`src/rtl/bank_burst_reader.sv`:
```
// Drains one bank of the banked FIFO (2^(N-1) words) as an atomic valid/ready burst with an end marker.
// Optional feature macro: BANK_BURST_TRAILER_EN appends a sum-of-data trailer word to every burst.
module bank_burst_reader #(
    parameter int W = 16,
    parameter int N = 8
) (
    input  logic         clk,
    input  logic         rst_,
    input  logic         en,
    input  logic         fifo_ok,
    input  logic         fifo_bank,
    input  logic [W-1:0] fifo_data,
    output logic         fifo_trigger,
    output logic         out_valid,
    input  logic         out_ready,
    output logic [W-1:0] out_data,
    output logic         out_last,
    output logic         burst_done,
    output logic         bank_err
);

    localparam int BANK_WORDS = 2 ** (N - 1);
    localparam logic [N-1:0] CNT_LAST = N'(BANK_WORDS - 1);
    localparam logic [N-1:0] CNT_FULL = N'(BANK_WORDS);
    localparam logic [N-1:0] CNT_ONE  = {{(N-1){1'b0}}, 1'b1};

    typedef enum logic [1:0] {
        ST_IDLE    = 2'd0,
        ST_BURST   = 2'd1,
        ST_TRAILER = 2'd2
    } state_t;

    state_t       state_r;
    logic         rst_meta_r;
    logic         rst_sync_r;
    logic [N-1:0] cnt_r;
    logic         cur_bank_r;
    logic         out_valid_r;
    logic [W-1:0] out_data_r;
    logic         out_last_r;
    logic         burst_done_r;
    logic         bank_err_r;
`ifdef BANK_BURST_TRAILER_EN
    logic [W-1:0] sum_r;
`endif

    logic         sent_all_s;
    logic         hs_s;
    logic         pop_s;

    // Pop whenever the single output slot is free or being emptied this edge
    always_comb begin
        sent_all_s = (cnt_r == CNT_FULL);
        hs_s       = out_valid_r && out_ready;
        pop_s      = (state_r == ST_BURST) && fifo_ok && (!out_valid_r || out_ready) && !sent_all_s;
    end

    // Reset release synchroniser: assertion is immediate, release takes two edges
    always_ff @(posedge clk or negedge rst_) begin
        if (!rst_) begin
            rst_meta_r <= 1'b0;
            rst_sync_r <= 1'b0;
        end else begin
            rst_meta_r <= 1'b1;
            rst_sync_r <= rst_meta_r;
        end
    end

    // Burst FSM with registered output stage
    always_ff @(posedge clk or negedge rst_) begin
        if (!rst_) begin
            state_r      <= ST_IDLE;
            cnt_r        <= '0;
            cur_bank_r   <= 1'b0;
            out_valid_r  <= 1'b0;
            out_data_r   <= '0;
            out_last_r   <= 1'b0;
            burst_done_r <= 1'b0;
            bank_err_r   <= 1'b0;
`ifdef BANK_BURST_TRAILER_EN
            sum_r        <= '0;
`endif
        end else if (!rst_sync_r) begin
            state_r      <= ST_IDLE;
            cnt_r        <= '0;
            out_valid_r  <= 1'b0;
            out_last_r   <= 1'b0;
            burst_done_r <= 1'b0;
        end else begin
            burst_done_r <= 1'b0;
            case (state_r)
                ST_IDLE: begin
                    if (en && fifo_ok) begin
                        state_r    <= ST_BURST;
                        cur_bank_r <= fifo_bank;
                        cnt_r      <= '0;
`ifdef BANK_BURST_TRAILER_EN
                        sum_r      <= '0;
`endif
                    end
                end
                ST_BURST: begin
                    if (!sent_all_s && (fifo_bank != cur_bank_r)) begin
                        bank_err_r <= 1'b1;
                    end
                    if (pop_s) begin
                        out_data_r  <= fifo_data;
                        out_valid_r <= 1'b1;
                        cnt_r       <= cnt_r + CNT_ONE;
`ifdef BANK_BURST_TRAILER_EN
                        out_last_r  <= 1'b0;
                        sum_r       <= sum_r + fifo_data;
`else
                        out_last_r  <= (cnt_r == CNT_LAST);
`endif
                    end else if (hs_s) begin
                        out_valid_r <= 1'b0;
                        out_last_r  <= 1'b0;
                        if (sent_all_s) begin
`ifdef BANK_BURST_TRAILER_EN
                            // Last data word accepted: present the running sum as the trailer
                            state_r     <= ST_TRAILER;
                            out_data_r  <= sum_r;
                            out_valid_r <= 1'b1;
                            out_last_r  <= 1'b1;
`else
                            state_r      <= ST_IDLE;
                            burst_done_r <= 1'b1;
`endif
                        end
                    end
                end
                ST_TRAILER: begin
`ifdef BANK_BURST_TRAILER_EN
                    if (hs_s) begin
                        out_valid_r  <= 1'b0;
                        out_last_r   <= 1'b0;
                        state_r      <= ST_IDLE;
                        burst_done_r <= 1'b1;
                    end
`else
                    state_r <= ST_IDLE;
`endif
                end
                default: begin
                    state_r <= ST_IDLE;
                end
            endcase
        end
    end

    assign fifo_trigger = pop_s;
    assign out_valid    = out_valid_r;
    assign out_data     = out_data_r;
    assign out_last     = out_last_r;
    assign burst_done   = burst_done_r;
    assign bank_err     = bank_err_r;

endmodule

```
`config.mk`:
```
export PLATFORM = sky130hd
export DESIGN_NAME = bank_burst_reader
export DESIGN_NICKNAME = d
export VERILOG_FILES = /design/src/rtl/bank_burst_reader.sv
export SDC_FILE = /design/constraint.sdc
export NUM_CORES = 1
export LEC_CHECK = 0
export ABC_AREA = 1
export ABC_CLOCK_PERIOD_IN_PS = 1770
export CAP_MARGIN = 20
export CORE_ASPECT_RATIO = 2
export CORE_MARGIN = 2
export CORE_UTILIZATION = 42
export CTS_CLUSTER_DIAMETER = 200
export DETAILED_ROUTE_END_ITERATION = 10
export PLACE_DENSITY = 0.75
export REMOVE_ABC_BUFFERS = 1
export SETUP_SLACK_MARGIN = 0.5
export SLEW_MARGIN = 20
export SYNTH_ARGS = -nofsm -noshare
export SYNTH_HDL_FRONTEND = slang
export SYNTH_SLANG_ARGS = --single-unit
```
`constraint.sdc`:
```
create_clock -name clk -period 1.77 [get_ports clk]
set_clock_uncertainty 0.2 [all_clocks]
set_input_delay 0.531 -clock clk [delete_from_list [all_inputs] [get_ports clk]]
set_output_delay 0.531 -clock clk [all_outputs]
set_load 0.05 [all_outputs]
```
==> flow_metrics.tcl, run 1 <==
set metrics [dict create \
    syn_area_per_cell_um2 8.23 \
    fmax_ghz 0.481 \
    design.die.area_mm2 0.00411 \
    rsz0062_at_grt "yes" \
    die_y_um 88.7 \
    synth_common_cells "nand2_1, dfrtp_1, nor2_1" \
    num_rows 30 \
    h-tree-depth 2 \
    hold_slack_ns 0.149 \
    fin_crit_sh_pct 118 \
    report.final.slew_viol_count 0 \
    cts_tree "done" \
    r2r-end "out_data[4]$_DFFE_PN0P_" \
    critPathBufInv 2 \
    grt_max_degree 33 \
    antenna_cells 0 \
    critical-path-max-stage-delay_ns 0.40 \
    peakVddDrop_v 0.00111 \
    reg2regPathDepth 11 \
    post-route-cell-area_mm2 0.00272 \
    maxCapViolations 0 \
    yosysUniqueCellTypes 25 \
    cts_buffer_depth 2 \
    core_mm2 0.00342 \
    grt_pass1_wl_mm 7.47 \
    status "finished, violations left" \
    routed_wirelength_mm 5.09 \
    dp_slack_ns -0.549 \
    synth_cells 183 \
    startpoint "cnt_r[3]$_DFFE_PN0P_" \
    routed_via_density 4.93 \
    vias 1553 \
    place_congestion 0.845 \
    critPathMaxFanout 3 \
    yosys_warnings 0 \
    ys.flop_type "dfrtp_1" \
    cp_data_arrival_time_ns 1.35 \
    hold_path_class "flip-flop to flip-flop" \
    ys_ff_latch 32 \
    critPathLaunchType "flip-flop" \
    hpwl_mm 2.77 \
    cpLargestDelayFamily "flip-flops" \
    post-route-drc-count 0 \
    synth_top_area_share_pct 53.2 \
    hold_viol 0 \
    synthToLayoutAreaGrowth_pct 80.8 \
    cp_data_required_time_ns 1.04 \
    finalNetCount 291 \
    cp-end-kind "primary output" \
    min_period_ns 2.08 \
    violations "setup timing" \
    finalNonFillerCells 315 \
    p_per_area_mw_per_mm2 1540 \
    cp_slowest_cell "dfrtp_1" \
    crit_chain "nor2_2 > nand2_2 > o21ai_4 > inv_2 > buf_12" \
    hold_depth 0 \
    ys_seq_area_share_pct 53.2 \
    drt_first_pass_iters 4 \
    grt_use_total_pct 26.2 \
    setup_ws_ns -0.311 \
    grt_pass1_vias 1579 \
    clock-sinks 32 \
    ant_nets 0 \
    clk_latency_ns 0.29 \
    grt.overflow.total 0 \
    antenna_found_initial 0 \
    dpl_cell_area_mm2 0.00236 \
    top_level_ports 43 \
    crit_end "fifo_trigger" \
    final_layout_size_suffix_gt1_share_pct 34.1 \
    p_leak_nw 1.37 \
    worstReg2RegStart "cnt_r[3]$_DFFE_PN0P_" \
    fin_tns_setup_ns -4.52 \
    setup_viol 27 \
    path_depth 5 \
    synth_edf_count 0 \
    die_width_um 46.3 \
    ys_top_cells_by_area "dfrtp_1, nand2_1, nor2_1, nand3_1, inv_1" \
    reg2reg_slack_ns -0.23 \
    yosysTopAreaCell "dfrtp_1" \
    synth_area_mm2 0.00151 \
    cts-root-buf "clkbuf_8" \
    dpl.cell_count 292 \
    yosysMostFrequentCell "nand2_1" \
    clkTransAtPathRegs_ns 0.07 \
    initial_core_util_pct 44.1 \
    synth-async-reset-ratio_pct 100 \
    drtIter0Drc 31 \
    criticalPathCategory "flip-flop to primary output" \
    port_buffers 42 \
    wire_per_inst_um 16.1 \
    cts_buffers 5 \
]
-- power breakdown --
part           internal, W  leakage [nW]  switching [W]  total (W)
combinational      0.00115         0.915        0.00123    0.00238
clock             0.000346        0.0503       0.000274   0.000621
sequential        0.000947         0.409       0.000247    0.00119
-- sequential cells by signal, indices dropped and copies added, names as in the netlist --
signal      flops
bank_err        1
burst_done      1
cnt_r           8
cur_bank_r      1
out_data       16
out_last        1
out_valid       1
rst_meta_r      1
rst_sync_r      1
state_r         1
-- metrics by stage --
stage | total power, W | utilization (%)
after floorplan | 0.00207 | -
after global placement | 0.00323 | 69.1
after detailed placement | 0.00326 | 69.1
after CTS | 0.00405 | 78.1
after global routing | 0.00434 | 79.7
final | 0.00419 | 79.7
-- routing by layer --
layer  track usage [%]  routed length [µm]  up-vias
met4              12.2                 177        0
li1                  -                   -      735
met5                 0                   0        -
met1              27.6                1700      734
met2              46.5                2950       72
met3              5.92                 263       12
-- worst min-delay path by stage --
stage                     slack, ns                  from                   end
after floorplan                0.04                  rst_  bank_err$_DFFE_PN0P_
after global placement         0.14  rst_meta_r$_DFF_PN0_  rst_sync_r$_DFF_PN0_
after detailed placement       0.14  rst_meta_r$_DFF_PN0_  rst_sync_r$_DFF_PN0_
after CTS                      0.15  rst_meta_r$_DFF_PN0_  rst_sync_r$_DFF_PN0_
after global routing           0.16  rst_meta_r$_DFF_PN0_  rst_sync_r$_DFF_PN0_
final                          0.15  rst_meta_r$_DFF_PN0_  rst_sync_r$_DFF_PN0_
-- timing repair --
action | 4_1_cts | 5_1_grt
hold buffers | 0 | 0
buffers inserted | 8 | 6
setup endpoints to repair | 51 | 51
gates cloned | 2 | 0
gates resized for setup | 31 | 6
pin swaps | 6 | 3
-- worst register-to-register path, cell delays in order (launching register included) --
cell and delay (ns):
dfrtp_1 0.40, nor2_2 0.14, nand2_2 0.13, o21ai_4 0.18, buf_4 0.13, buf_4 0.10
buf_6 0.13, nor2_8 0.04, buf_4 0.14, buf_16 0.13, nand2_1 0.08, nand2_1 0.08
-- cell type report --
cell class	instances	area (µm²)
Tap cell	48	60.1
Fill cell	179	694
Timing Repair inverter	1	11.3
Inverter	13	61.3
Clock buffer	7	96.3
Timing Repair Buffer	78	987
Multi-Input combinational cell	136	704
Sequential cell	32	801
-- cells by family after synthesis --
logic type               share of synthesized area (%)
AO/OA/AOI/OAI                                     3.49
XOR/XNOR                                          1.16
adder cells (fa/ha/maj)                           1.66
buffers and inverters                             4.66
flip-flops                                        53.2
multiplexers                                     0.748
other                                            0.249
AND/OR/NAND/NOR                                   34.8
-- placed cells by master, fill, tap and decap left out, types with 2 or more instances in the layout --
cell	instances
nand3_1	9
nor3_1	2
nand2_4	2
o21ai_0	2
dfrtp_1	32
nand4_1	2
buf_12	25
clkdlybuf4s50_1	18
nor2_1	14
nand2_2	8
inv_2	3
nand2_1	80
buf_6	4
nand3_4	2
buf_4	27
clkdlybuf4s15_2	2
a21oi_1	2
clkbuf_8	7
inv_1	9
No activity file was read; power rests on OpenSTA's default activity.
==> inputs of run 2 (changes only) <==
--- a/config.mk
+++ b/config.mk
@@ -8,14 +8,14 @@
 export ABC_AREA = 1
 export ABC_CLOCK_PERIOD_IN_PS = 1770
 export CAP_MARGIN = 20
-export CORE_ASPECT_RATIO = 2
 export CORE_MARGIN = 2
 export CORE_UTILIZATION = 42
 export CTS_CLUSTER_DIAMETER = 200
 export DETAILED_ROUTE_END_ITERATION = 10
+export GPL_TIMING_DRIVEN = 0
 export PLACE_DENSITY = 0.75
 export REMOVE_ABC_BUFFERS = 1
-export SETUP_SLACK_MARGIN = 0.5
+export SETUP_SLACK_MARGIN = 0.05
 export SLEW_MARGIN = 20
 export SYNTH_ARGS = -nofsm -noshare
 export SYNTH_HDL_FRONTEND = slang
==> run 2 against run 1 <==
The flow still finishes with violations (setup timing). Critical path depth did not move. Sequential share of layout area increased by 6.4 points. Clock-buffer cell count is the same. Setup slack got worse by 0.10 ns. First-iteration DRC count up 120%. Clock power fell by 25%. Maximum frequency decreased by 4.8%. Register-to-register slack improved by 0.19 ns. Sequential cell count stayed put. Critical path type unchanged.
==> flow_metrics.tcl, run 2 (synthesized netlist as in run 1, its figures left out) <==
set metrics [dict create \
    criticalPathCategory "flip-flop to primary output" \
    fin_tns_setup_ns -0.738 \
    num_rows 21 \
    clkTransAtPathRegs_ns 0.10 \
    finalNetCount 274 \
    critPathLaunchType "flip-flop" \
    ant_nets 0 \
    h-tree-depth 2 \
    final_layout_size_suffix_gt1_share_pct 32.4 \
    hold_viol 0 \
    setup_ws_ns -0.416 \
    final_common_cell "nand2_1" \
    dpl.cell_count 269 \
    routed_wirelength_mm 3.58 \
    critPathBufInv 2 \
    cpLargestDelayFamily "flip-flops" \
    design.die.area_mm2 0.00408 \
    clock-sinks 32 \
    peakVddDrop_v 0.00105 \
    grt_use_total_pct 17.8 \
    violations "setup timing" \
    p_per_area_mw_per_mm2 1400 \
    drtIter0Drc 69 \
    most-common-layout-cells "nand2_1, dfrtp_1, clkdlybuf4s50_1" \
    grt_pass1_wl_mm 5.67 \
    max_slew.worst_pin.slew_ns 0.688 \
    largest_register_ffs 16 \
    vias 1414 \
    clk_latency_ns 0.33 \
    fin_crit_sh_pct 123 \
    grt_max_degree 33 \
    port_buffers 42 \
    hpwl_mm 2.03 \
    cp_data_required_time_ns 1.04 \
    met3_length_um 217 \
    report.final.slew_viol_count 0 \
    dpl_cell_area_mm2 0.00196 \
    drt_first_pass_iters 4 \
    place_congestion 0.821 \
    cts_buffers 5 \
    cts_tree "done" \
    relSlewSlack_pct 54.1 \
    post-route-drc-count 0 \
    wire_per_inst_um 12.1 \
    top_level_ports 43 \
    crit_chain "nor2_1 > nand2_2 > o21ai_4 > inv_2 > buf_8" \
    fillers 282 \
    cp_slowest_cell "dfrtp_1" \
    routed_via_density 4.78 \
    maxCapViolations 0 \
    die_width_um 63.9 \
    critical-path-max-stage-delay_ns 0.44 \
    antenna_found_initial 0 \
    cp-end-kind "primary output" \
    cts-root-buf "clkbuf_4" \
    cts_hold_buf 0 \
    min_period_ns 2.19 \
    top_layer_used "met4" \
    hold_slack_ns 0.0228 \
    synthToLayoutAreaGrowth_pct 49.0 \
    power_w 0.00314 \
    initial_core_util_pct 44.4 \
    core_mm2 0.00339 \
    antenna_cells 0 \
    fmax_ghz 0.458 \
    grt_pass1_vias 1317 \
    seq_area_um2 803 \
    critPathMaxFanout 5 \
    status "finished, violations left" \
    grt.overflow.total 0 \
    hold_path_class "input port to async pin" \
    rsz0062_at_grt "yes" \
    wl_met2_mm 1.63 \
    die_y_um 63.9 \
    cts_buffer_depth 2 \
    multi_input_area_um2 732 \
    setup_viol 21 \
    p_leak_nw 1.15 \
    finalNonFillerCells 296 \
    post-route-cell-area_mm2 0.00224 \
    cp_data_arrival_time_ns 1.45 \
    wl_met1_mm 1.67 \
]
[run 2: changes by cell type in the layout (fill, tap and decap cells not counted), sizes merged]
| cell | previous run | this run |
|---|---|---|
| buf | 57 | 31 |
| clkbuf | 7 | 15 |
| clkdlybuf4s15 | 2 | 0 |
| clkinv | 0 | 2 |
| dlygate4sd2 | 1 | 2 |
| inv | 14 | 13 |
| nor2 | 17 | 18 |
[run 2: metal layers]
metal	GRT usage [%]	vias to the layer above
li1	-	702
met1	22.0	659
met2	28.9	46
met3	5.81	7
met4	6.52	0
met5	0	-
[run 2: per-stage QoR]
| step | setup WS [ns] | utilization, % |
|---|---|---|
| floorplan | -0.298 | - |
| global placement | -1.25 | 58.0 |
| detailed placement | -1.24 | 57.8 |
| CTS | -0.359 | 60.2 |
| global route | -0.441 | 66.2 |
| finish | -0.416 | 66.2 |
[run 2: power breakdown]
group / internal (W) / leakage, nW / switching [W] / total [W]
Combinational: 0.000473 / 0.702 / 0.00110 / 0.00157
Clock: 0.000225 / 0.0374 / 0.000242 / 0.000467
Sequential: 0.000947 / 0.406 / 0.000156 / 0.00110
[run 2: path summary, 6_finish.rpt]
check,start,endpoint,slack [ns],depth (start not counted)
worst max-delay path,cnt_r[4]$_DFFE_PN0P_,fifo_trigger,-0.42,5
worst min-delay path,rst_,burst_done$_DFF_PN0_,0.02,1
worst max register to register,cnt_r[4]$_DFFE_PN0P_,cnt_r[7]$_DFFE_PN0P_,-0.04,9
worst min register to register,rst_meta_r$_DFF_PN0_,rst_sync_r$_DFF_PN0_,0.16,0
max in group asynchronous,rst_,cnt_r[2]$_DFFE_PN0P_,0.85,1
min in group clk,rst_meta_r$_DFF_PN0_,rst_sync_r$_DFF_PN0_,0.16,0
[run 2: cell type report]
class | count | area share, %
clock buffer | 7 | 2.90
tap | 46 | 2.57
multi-input combinational | 137 | 32.6
sequential | 32 | 35.8
timing repair inverter | 2 | 0.781
inverter | 13 | 2.73
timing repair buffer | 59 | 22.6
[run 2: timing repair]
item                                    CTS  global route
buffers inserted                         11             6
gates resized for setup                 120            43
endpoints found under the setup margin   47            35
pin swaps                                 4             5
gates cloned                              0             3
